File: config.mk
export PLATFORM = sky130hd
export DESIGN_NAME = ddr_lane_dly_ctrl
export DESIGN_NICKNAME = d
export VERILOG_FILES = /design/src/rtl/ddr_dly_pkg.sv /design/src/rtl/ddr_dly_tap_bank.sv /design/src/rtl/ddr_lane_dly_ctrl.sv
export SDC_FILE = /design/constraint.sdc
export NUM_CORES = 1
export LEC_CHECK = 0
export BUFFER_PORTS_ARGS = -buffer_cell sky130_fd_sc_hd__buf_2
export CORE_ASPECT_RATIO = 1.1
export CORE_MARGIN = 2
export CORE_UTILIZATION = 40
export CTS_CLUSTER_SIZE = 28
export DETAILED_ROUTE_END_ITERATION = 10
export GPL_ROUTABILITY_DRIVEN = 0
export PLACE_DENSITY = 0.58
export SYNTH_ARGS = -nofsm -noshare
export SYNTH_HDL_FRONTEND = slang
export SYNTH_HIERARCHICAL = 1
export SYNTH_SLANG_ARGS = --single-unit
File: constraint.sdc
create_clock -name FAB_CLK -period 3 [get_ports FAB_CLK]
set_input_delay 0.45 -clock FAB_CLK [delete_from_list [all_inputs] [get_ports FAB_CLK]]
set_output_delay 0.45 -clock FAB_CLK [all_outputs]
set_load 0.03 [all_outputs]
File: src/rtl/ddr_dly_pkg.sv
// ddr_dly_pkg: command encodings and sequencer states shared by the delay-line controller
package ddr_dly_pkg;
   typedef enum logic [1:0] {
      OP_LOAD = 2'b00,
      OP_INC  = 2'b01,
      OP_DEC  = 2'b10,
      OP_SET  = 2'b11
   } op_e;
   typedef enum logic [2:0] {
      ST_IDLE,
      ST_LD,
      ST_DIR,
      ST_MV,
      ST_SETTLE,
      ST_DONE
   } state_e;
endpackage

File: src/rtl/ddr_dly_tap_bank.sv
// ddr_dly_tap_bank: per-lane tap position registers driven by clear/inc/dec strobes
module ddr_dly_tap_bank #(
   parameter int NUM_LANES = 2,
   parameter int TAP_W     = 8
) (
   input  logic                             clk,
   input  logic                             rst_n,
   input  logic [NUM_LANES-1:0]             clr,
   input  logic [NUM_LANES-1:0]             inc,
   input  logic [NUM_LANES-1:0]             dec,
   output logic [NUM_LANES-1:0][TAP_W-1:0]  tap,
   output logic [NUM_LANES*TAP_W-1:0]       tap_pos
);
   logic [NUM_LANES-1:0][TAP_W-1:0] tap_q, tap_d;
   always_comb begin
      tap_d = tap_q;
      for (int l = 0; l < NUM_LANES; l++)
         tap_d[l] = clr[l] ? '0 : inc[l] ? tap_q[l] + 1'b1 : dec[l] ? tap_q[l] - 1'b1 : tap_q[l];
   end
   always_ff @(posedge clk or negedge rst_n)
      if (!rst_n) tap_q <= '0;
      else        tap_q <= tap_d;
   assign tap     = tap_q;
   assign tap_pos = tap_q;
endmodule

File: src/rtl/ddr_lane_dly_ctrl.sv
// ddr_lane_dly_ctrl: sequences IOD delay-line LOAD/MOVE pulses across DQ lanes,
// spacing moves by a settle interval and reporting the resulting tap position
module ddr_lane_dly_ctrl
   import ddr_dly_pkg::*;
#(
   parameter  int NUM_LANES  = 2,
   parameter  int TAP_W      = 8,
   parameter  int TAP_MAX    = 127,
   parameter  int SETTLE_CYC = 4,
   localparam int LANE_W     = (NUM_LANES > 1) ? $clog2(NUM_LANES) : 1
) (
   input  logic                       FAB_CLK,
   input  logic                       ARST_N,
   input  logic                       REQ_VALID,
   output logic                       REQ_READY,
   input  logic [LANE_W-1:0]          REQ_LANE,
   input  logic [1:0]                 REQ_OP,
   input  logic [TAP_W-1:0]           REQ_STEPS,
   output logic                       RSP_VALID,
   input  logic                       RSP_READY,
   output logic [TAP_W-1:0]           RSP_TAP,
   output logic                       RSP_OOR,
   output logic                       RSP_ERR,
   output logic [NUM_LANES-1:0]       DELAY_LINE_LOAD,
   output logic [NUM_LANES-1:0]       DELAY_LINE_MOVE,
   output logic [NUM_LANES-1:0]       DELAY_LINE_DIRECTION,
   input  logic [NUM_LANES-1:0]       DELAY_LINE_OUT_OF_RANGE,
   output logic [NUM_LANES*TAP_W-1:0] TAP_POS
);
   localparam int CNT_W = (SETTLE_CYC > 1) ? $clog2(SETTLE_CYC) : 1;
   localparam logic [TAP_W-1:0] TMAX = TAP_W'(TAP_MAX);
   state_e                          state_q, state_d;
   op_e                             op_q, op_d;
   logic [LANE_W-1:0]               lane_q, lane_d;
   logic [TAP_W-1:0]                rem_q, rem_d, rsp_tap_q, rsp_tap_d, tap_cur;
   logic [CNT_W-1:0]                cnt_q, cnt_d;
   logic                            oor_q, oor_d, err_q, err_d, nxt_dir_q, nxt_dir_d;
   logic                            ready_q, ready_d, rsp_valid_q, rsp_valid_d;
   logic                            rsp_oor_q, rsp_oor_d, rsp_err_q, rsp_err_d;
   logic                            can_step, step_go, step_oor;
   logic [NUM_LANES-1:0]            load_q, load_d, move_q, move_d, dir_q, dir_d;
   logic [NUM_LANES-1:0]            clr, inc, dec;
   logic [NUM_LANES-1:0][TAP_W-1:0] tap;
   ddr_dly_tap_bank #(.NUM_LANES(NUM_LANES), .TAP_W(TAP_W)) u_bank (
      .clk(FAB_CLK), .rst_n(ARST_N), .clr(clr), .inc(inc), .dec(dec), .tap(tap), .tap_pos(TAP_POS)
   );
   always_comb begin
      tap_cur   = tap[lane_q];
      can_step  = (op_q == OP_DEC) ? (tap_cur != '0) : (tap_cur < TMAX);
      step_go   = (rem_q != '0) && can_step;
      step_oor  = (rem_q != '0) && !can_step;
      state_d   = state_q;
      op_d      = op_q;
      lane_d    = lane_q;
      rem_d     = rem_q;
      cnt_d     = cnt_q;
      oor_d     = oor_q;
      err_d     = err_q;
      nxt_dir_d = nxt_dir_q;
      clr       = '0;
      inc       = '0;
      dec       = '0;
      case (state_q)
         ST_IDLE: if (REQ_VALID && ready_q) begin
            lane_d    = REQ_LANE;
            op_d      = op_e'(REQ_OP);
            err_d     = int'(REQ_LANE) >= NUM_LANES;
            oor_d     = (op_d == OP_SET) && (REQ_STEPS > TMAX);
            rem_d     = (op_d == OP_LOAD) ? '0 : oor_d ? TMAX : REQ_STEPS;
            nxt_dir_d = op_d == OP_SET;
            state_d   = err_d ? ST_DONE : (op_d inside {OP_LOAD, OP_SET}) ? ST_LD : ST_DIR;
         end
         ST_LD: begin
            clr[lane_q] = 1'b1;
            cnt_d       = CNT_W'(SETTLE_CYC - 1);
            state_d     = ST_SETTLE;
         end
         ST_DIR: begin
            oor_d   = oor_q | step_oor;
            state_d = step_go ? ST_MV : ST_DONE;
         end
         ST_MV: begin
            inc[lane_q] = op_q != OP_DEC;
            dec[lane_q] = op_q == OP_DEC;
            rem_d       = rem_q - 1'b1;
            cnt_d       = CNT_W'(SETTLE_CYC - 1);
            state_d     = ST_SETTLE;
         end
         ST_SETTLE:
            if (cnt_q != '0) cnt_d = cnt_q - 1'b1;
            else if (DELAY_LINE_OUT_OF_RANGE[lane_q]) begin
               oor_d   = 1'b1;
               state_d = ST_DONE;
            end else if (nxt_dir_q) begin
               nxt_dir_d = 1'b0;
               state_d   = ST_DIR;
            end else begin
               oor_d   = oor_q | step_oor;
               state_d = step_go ? ST_MV : ST_DONE;
            end
         ST_DONE: if (RSP_READY) state_d = ST_IDLE;
         default: state_d = ST_IDLE;
      endcase
      // outputs are registered from the next state so pulses line up with the state they belong to
      ready_d     = state_d == ST_IDLE;
      rsp_valid_d = state_d == ST_DONE;
      rsp_tap_d   = (rsp_valid_d && !err_d) ? tap_cur : '0;
      rsp_oor_d   = rsp_valid_d && oor_d;
      rsp_err_d   = rsp_valid_d && err_d;
      load_d      = '0;
      move_d      = '0;
      dir_d       = dir_q;
      if (state_d == ST_LD)  load_d[lane_d] = 1'b1;
      if (state_d == ST_MV)  move_d[lane_d] = 1'b1;
      if (state_d == ST_DIR) dir_d[lane_d]  = op_d != OP_DEC;
   end
   always_ff @(posedge FAB_CLK or negedge ARST_N)
      if (!ARST_N) begin
         state_q     <= ST_IDLE;
         op_q        <= OP_LOAD;
         lane_q      <= '0;
         rem_q       <= '0;
         cnt_q       <= '0;
         oor_q       <= 1'b0;
         err_q       <= 1'b0;
         nxt_dir_q   <= 1'b0;
         ready_q     <= 1'b0;
         rsp_valid_q <= 1'b0;
         rsp_tap_q   <= '0;
         rsp_oor_q   <= 1'b0;
         rsp_err_q   <= 1'b0;
         load_q      <= '0;
         move_q      <= '0;
         dir_q       <= '0;
      end else begin
         state_q     <= state_d;
         op_q        <= op_d;
         lane_q      <= lane_d;
         rem_q       <= rem_d;
         cnt_q       <= cnt_d;
         oor_q       <= oor_d;
         err_q       <= err_d;
         nxt_dir_q   <= nxt_dir_d;
         ready_q     <= ready_d;
         rsp_valid_q <= rsp_valid_d;
         rsp_tap_q   <= rsp_tap_d;
         rsp_oor_q   <= rsp_oor_d;
         rsp_err_q   <= rsp_err_d;
         load_q      <= load_d;
         move_q      <= move_d;
         dir_q       <= dir_d;
      end
   assign REQ_READY            = ready_q;
   assign RSP_VALID            = rsp_valid_q;
   assign RSP_TAP              = rsp_tap_q;
   assign RSP_OOR              = rsp_oor_q;
   assign RSP_ERR              = rsp_err_q;
   assign DELAY_LINE_LOAD      = load_q;
   assign DELAY_LINE_MOVE      = move_q;
   assign DELAY_LINE_DIRECTION = dir_q;
endmodule

# Word-level counts from Yosys, hierarchy flattened
# Index checks and enable logic that the tools add are counted.
# totals
ff_bits,53
in_bits,17
out_inout_bits,34
wordCells,128
# op_classes
n_addsub,6
n_lt_le_gt_ge,6
eq_ne,17
mux,51
n_bitwise,3
reduce_logical,27
# ops
cell,count
8-bit two-way mux,12
8-bit by 1-bit subtractor with 8-bit output (second input constant),3
2-bit two-way mux,9
3-bit two-way mux,6
8-bit by 1-bit adder with 8-bit output (second input constant),2
1-bit two-way mux,16
8-bit case mux with 2 select lines,1
8-bit nonzero test,2
3-bit case mux with 5 select lines,1
3-bit by 2-bit == test with 1-bit output (second input constant),4
2-bit != test (second input constant),6
2-bit nonzero test,5
3-bit == test (second input constant),3
1-bit logical AND,9
8-bit by 7-bit > comparator with 1-bit output (second input constant),1
8-bit by 7-bit < comparator with 1-bit output (second input constant),1
3-bit by 1-bit == test with 1-bit output (second input constant),2
3-bit zero test,2
3-bit nonzero test,2
2-bit bitwise AND,2
2-bit == test (second input constant),2
1-bit by 2-bit < comparator with 1-bit output (second input constant),2
2-bit case mux with 2 select lines,1
2-bit AND reduction,2
11 further kinds,14

# Longest topological paths before layout
# depth
ltp_word,13
ltp_mapped,12
ltp_nobuf,11

# Cells and area by module
# The synthesis kept the hierarchy.
# by_module_without_submodules
module,n_inst,cells_each,area_each_um2,seq_area_each_um2
ddr_lane_dly_ctrl,1,218,2031.9,925.9
ddr_dly_tap_bank,1,163,1366.3,400.4

# Worst setup path after synthesis
# Ideal clock, no wire load.
# synth_timing
path_type,register to register
from,register state_q[0]
to,"register u_bank.tap_q, in the netlist u_bank/tap[7]"
setup_ns,0.128
t_arrival_ns,2.862
t_required_ns,2.872
setup_slack_ns,0.010
stages_incl_launch_ff,11
path_buffers,1
period_less_slack_ns,2.990
path_cell_list,dfrtp_1 -> clkbuf_1 -> nand2_1 -> nor3_1 -> inv_1 -> ha_1 -> o21ai_0 -> o211ai_1 -> a31oi_1 -> mux2i_1 -> mux2_1
# synth_via
elab_chain_len,4
elab_cells_between_ends,8
classes_between,2 x eq/ne; 5 x mux; 1 x reduce/logical
# synth_rtl
item,line,source
"start, declared",ddr_lane_dly_ctrl.sv:32,"state_e state_q, state_d;"
"start signal, assigned",ddr_lane_dly_ctrl.sv:136,state_q <= state_d;
3-bit by 2-bit == test with 1-bit output (*),ddr_lane_dly_ctrl.sv:63,case (state_q)
2-bit two-way mux (*),ddr_lane_dly_ctrl.sv:63,
via inc[0],ddr_lane_dly_ctrl.sv:42,"logic [NUM_LANES-1:0] clr, inc, dec;"
8-bit two-way mux (2 in a row),ddr_dly_tap_bank.sv:18,tap_d[l] = clr[l] ? '0 : inc[l] ? tap_q[l] + 1'b1 : dec[l] ? tap_q[l] - 1'b1 : tap_q[l];
"end signal, assigned",ddr_dly_tap_bank.sv:22,else tap_q <= tap_d;
"end, declared",ddr_dly_tap_bank.sv:14,"logic [NUM_LANES-1:0][TAP_W-1:0] tap_q, tap_d;"
# Mark *: on every way through the listed nets, which the timed path passes. The rest lies on a longest branch.
# A chain may end at the register's enable or synchronous reset.

# Worst setup path in the final report
# layout_timing
from,register state_q[2]
to,"register u_bank.tap_q, in the netlist u_bank/tap[7]"
# The elaborated chain is that of the path after synthesis.

==> out/qor.yml <==
floorplanning:
  num_rows: 35
  die_w_um: 91.9
  die_area_um2: 9250
  start_util: 0.408
  core_area_um2: 8320
  die-height_um: 101
  io_pins: 51
sta:
  clock_skew_ns: 0.0133
  rsz0062_at_grt: "no"
  fin_crit_ns: 2.77
  hold_viol_final: 0
  max-slew-margin-rel: 0.446
  maxSlewViolCount: 0
  worstMarginPinSlew_ns: 0.831
  setup_tns_ns: 0
  post-route-period-util: 0.923
  max_freq_mhz: 361
  finalSetupViolCount: 0
synthesis:
  synth-edff-count: 0
  synthFlopType: "dfrtp_1"
  synth_area_um2: 3400
  synth_top_area_share: 0.390
  yosysSeqAreaShare: 0.390
  synth-seq-cells: 53
  yosys_warnings: 6
  synth_nets: 417
  syn_area_per_cell_um2: 8.92
  async_reset_ff_frac: 1.00
  syn_inst: 381
  yosysTopAreaCell: "dfrtp_1"
  synth_area_leaders: "dfrtp_1 39%, ha_1 6.3%, nor2_1 4.6%, nor3_1 3.8%, buf_4 3.5%"
  ys_types: 61
critical_path:
  reg2reg_from: "state_q[2]"
  ff2ff_path_depth: 10
  rr_endpoint: "u_bank/tap[7]"
  crit_fanout: 6
  worstSetupEndpointType: "register"
  path_class: "register to register"
  crit_required_ns: 3.19
  startpoint_type: "register"
  worstPathArrival_ns: 2.96
  reg2reg_slack_ns: 0.23
global_route:
  grt_overflow: 0
  antenna_found_initial: 0
  grt_max_degree: 38
  grt_pass1_wl_um: 13400
  grt_pass1_vias: 2778
  grtUsageTotal: 0.179
cells_and_area:
  num_antenna_cells: 0
  n_fill_cell: 835
  synthToLayoutAreaGrowth_pct: 13.3
  layoutNonFillerInstCount: 535
  nets: 459
  drive_gt1_frac: 0.212
clock_tree:
  clkSlewWorstSetupHoldPaths_ns: 0.11
  h-tree-depth: 2
  clockBufferDepth: 2
  clk_latency_ns: 0.31
  cts_tree: "yes"
  cts_buffers: 5
  cts_root_buffer: "clkbuf_8"
  cts.sinks: 53
outcome:
  outcome: "finished clean"
detailed_routing:
  wl_um: 8050
  antenna_left: 0
  drt_first_pass_iters: 4
  wire_per_inst_um: 15.1
  drtIter0Drc: 77
  drc_errors: 0
  route.vias.total: 2914
  avgViaCountPerCell: 5.45
pwr:
  p_leak_nw: 1.83
  ir_drop_mv: 0.514
  p_per_area_nw_per_um2: 1040
run:
  cap_violations: 0
placed_design:
  io_buffers: 50
  dp_cells: 527
  dp_hpwl_um: 6090
hold_path:
  hp-class: "input pin to async pin"
[worst max path at each step]
stage / startpoint / to / slack, ns / cells past startpoint
global route: state_q[1] / u_bank/tap[7] / 0.002 / 10
CTS: state_q[2] / u_bank/tap[7] / 0.12 / 10
finish: state_q[2] / u_bank/tap[7] / 0.23 / 10
detailed placement: state_q[2] / u_bank/tap[7] / 0.13 / 10
global placement: state_q[2] / u_bank/tap[7] / 0.24 / 10
floorplan: state_q[0] / u_bank/tap[7] / 0.01 / 10
[cells in the mapped netlist (3+ instances only)]
cell / number
nor4b_1: 5
a22o_1: 4
ha_1: 17
inv_1: 17
and3_1: 4
nand2b_1: 3
or4_1: 3
o211ai_1: 11
a21oi_1: 19
dfrtp_1: 53
buf_4: 16
nand3_1: 10
o21a_1: 3
a31oi_1: 6
o21ai_0: 19
nand2_1: 28
clkbuf_1: 10
nor2b_1: 9
nor3b_1: 4
nor4_1: 4
mux2i_1: 10
mux2_2: 3
nor2_1: 42
and2_1: 3
nor3_1: 26
[worst max-delay path, cell delays in order (launching register included)]
cell and delay, ns:
dfrtp_1 0.40, nor2b_2 0.21, nand2_1 0.19, nor3_2 0.18
inv_1 0.15, ha_1 0.36, o21ai_0 0.28, o211ai_1 0.12
a31oi_1 0.22, mux2i_1 0.22, mux2_1 0.34
[state kept, by name (all words and copies together) (netlist names)]
register              cells
u_bank/tap               16
RSP_TAP                   8
rem_q                     8
state_q                   3
DELAY_LINE_DIRECTION      2
DELAY_LINE_LOAD           2
DELAY_LINE_MOVE           2
cnt_q                     2
op_q                      2
REQ_READY                 1
RSP_ERR                   1
RSP_OOR                   1
RSP_VALID                 1
err_q                     1
lane_q                    1
nxt_dir_q                 1
oor_q                     1
[cells by family (layout without fill, tap and decap cells)]
logic type,count (synthesis),in the layout,synth area share
DFF,53,53,0.390
and+or+nand+nor,154,154,0.236
adders and majority gates,19,19,0.0744
AOI/OAI and AO/OA,88,88,0.172
buffers and inverters,50,93,0.0762
xor gates and xnor gates,2,2,0.00516
muxes,15,15,0.0460
[layer usage]
metal  wire, um  global-route usage  share of wire
met2       4010               0.311           0.50
met3        262              0.0307          0.033
met4        115              0.0459          0.014
met5          0                   0              0
met1       3660               0.232           0.45
[power breakdown]
| group | switching (W) | internal, W | total (W) |
|---|---|---|---|
| clock network | 0.000248 | 0.000250 | 0.000498 |
| logic | 0.00132 | 0.000938 | 0.00225 |
| registers | 0.000302 | 0.000956 | 0.00126 |
| total | 0.00187 | 0.00214 | 0.00401 |
[what timing repair did]
item                       4_1_cts  5_1_grt
setup buffers                    0        0
setup endpoints to repair        0        4
resized for setup                0        2
hold buffers                     0        0
[area by class of cell]
class / count / area (um2) / share of cell area
clock inverters: 3 / 46.3 / 0.0120
multi-input cells: 278 / 1830 / 0.476
flip-flops and latches: 53 / 1330 / 0.344
well taps: 111 / 139 / 0.0361
inverters: 20 / 75.1 / 0.0195
repair buffers: 65 / 363 / 0.0942
clock buffers: 5 / 68.8 / 0.0179
[layout by cell type (no fill, tap or decap), types with 3 or more instances in the layout]
cell type	n
nor4_2	3
mux2_2	3
buf_2	50
nand2_1	28
nand3_1	10
buf_4	15
inv_1	17
ha_1	17
and3_1	4
mux2i_1	10
dfrtp_1	53
clkbuf_8	5
o211ai_1	11
nor4b_1	4
and2_1	3
nor2b_1	9
nor4_1	3
a21oi_1	19
nand2b_1	3
nor3b_1	4
o21a_1	3
nor2_1	41
a22o_1	4
o21ai_0	19
a31oi_1	6
or4_1	3
nor3_1	25
[through the flow]
step / total power, W / utilization / hold slack, ns / worst slack [ns] / cell area [um2]
final: 0.00401 / 0.463 / 0.220 / 0.231 / 3850
after global routing: 0.00436 / 0.463 / 0.302 / 0.00173 / 3850
after floorplan: 0.00305 / - / 0.154 / 0.0101 / 3400
after global placement: 0.00348 / 0.448 / 0.476 / 0.241 / 3730
after CTS: 0.00402 / 0.462 / 0.255 / 0.118 / 3840
after detailed placement: 0.00351 / 0.448 / 0.478 / 0.131 / 3730
Note: power is estimated with default switching activity, not from simulation.
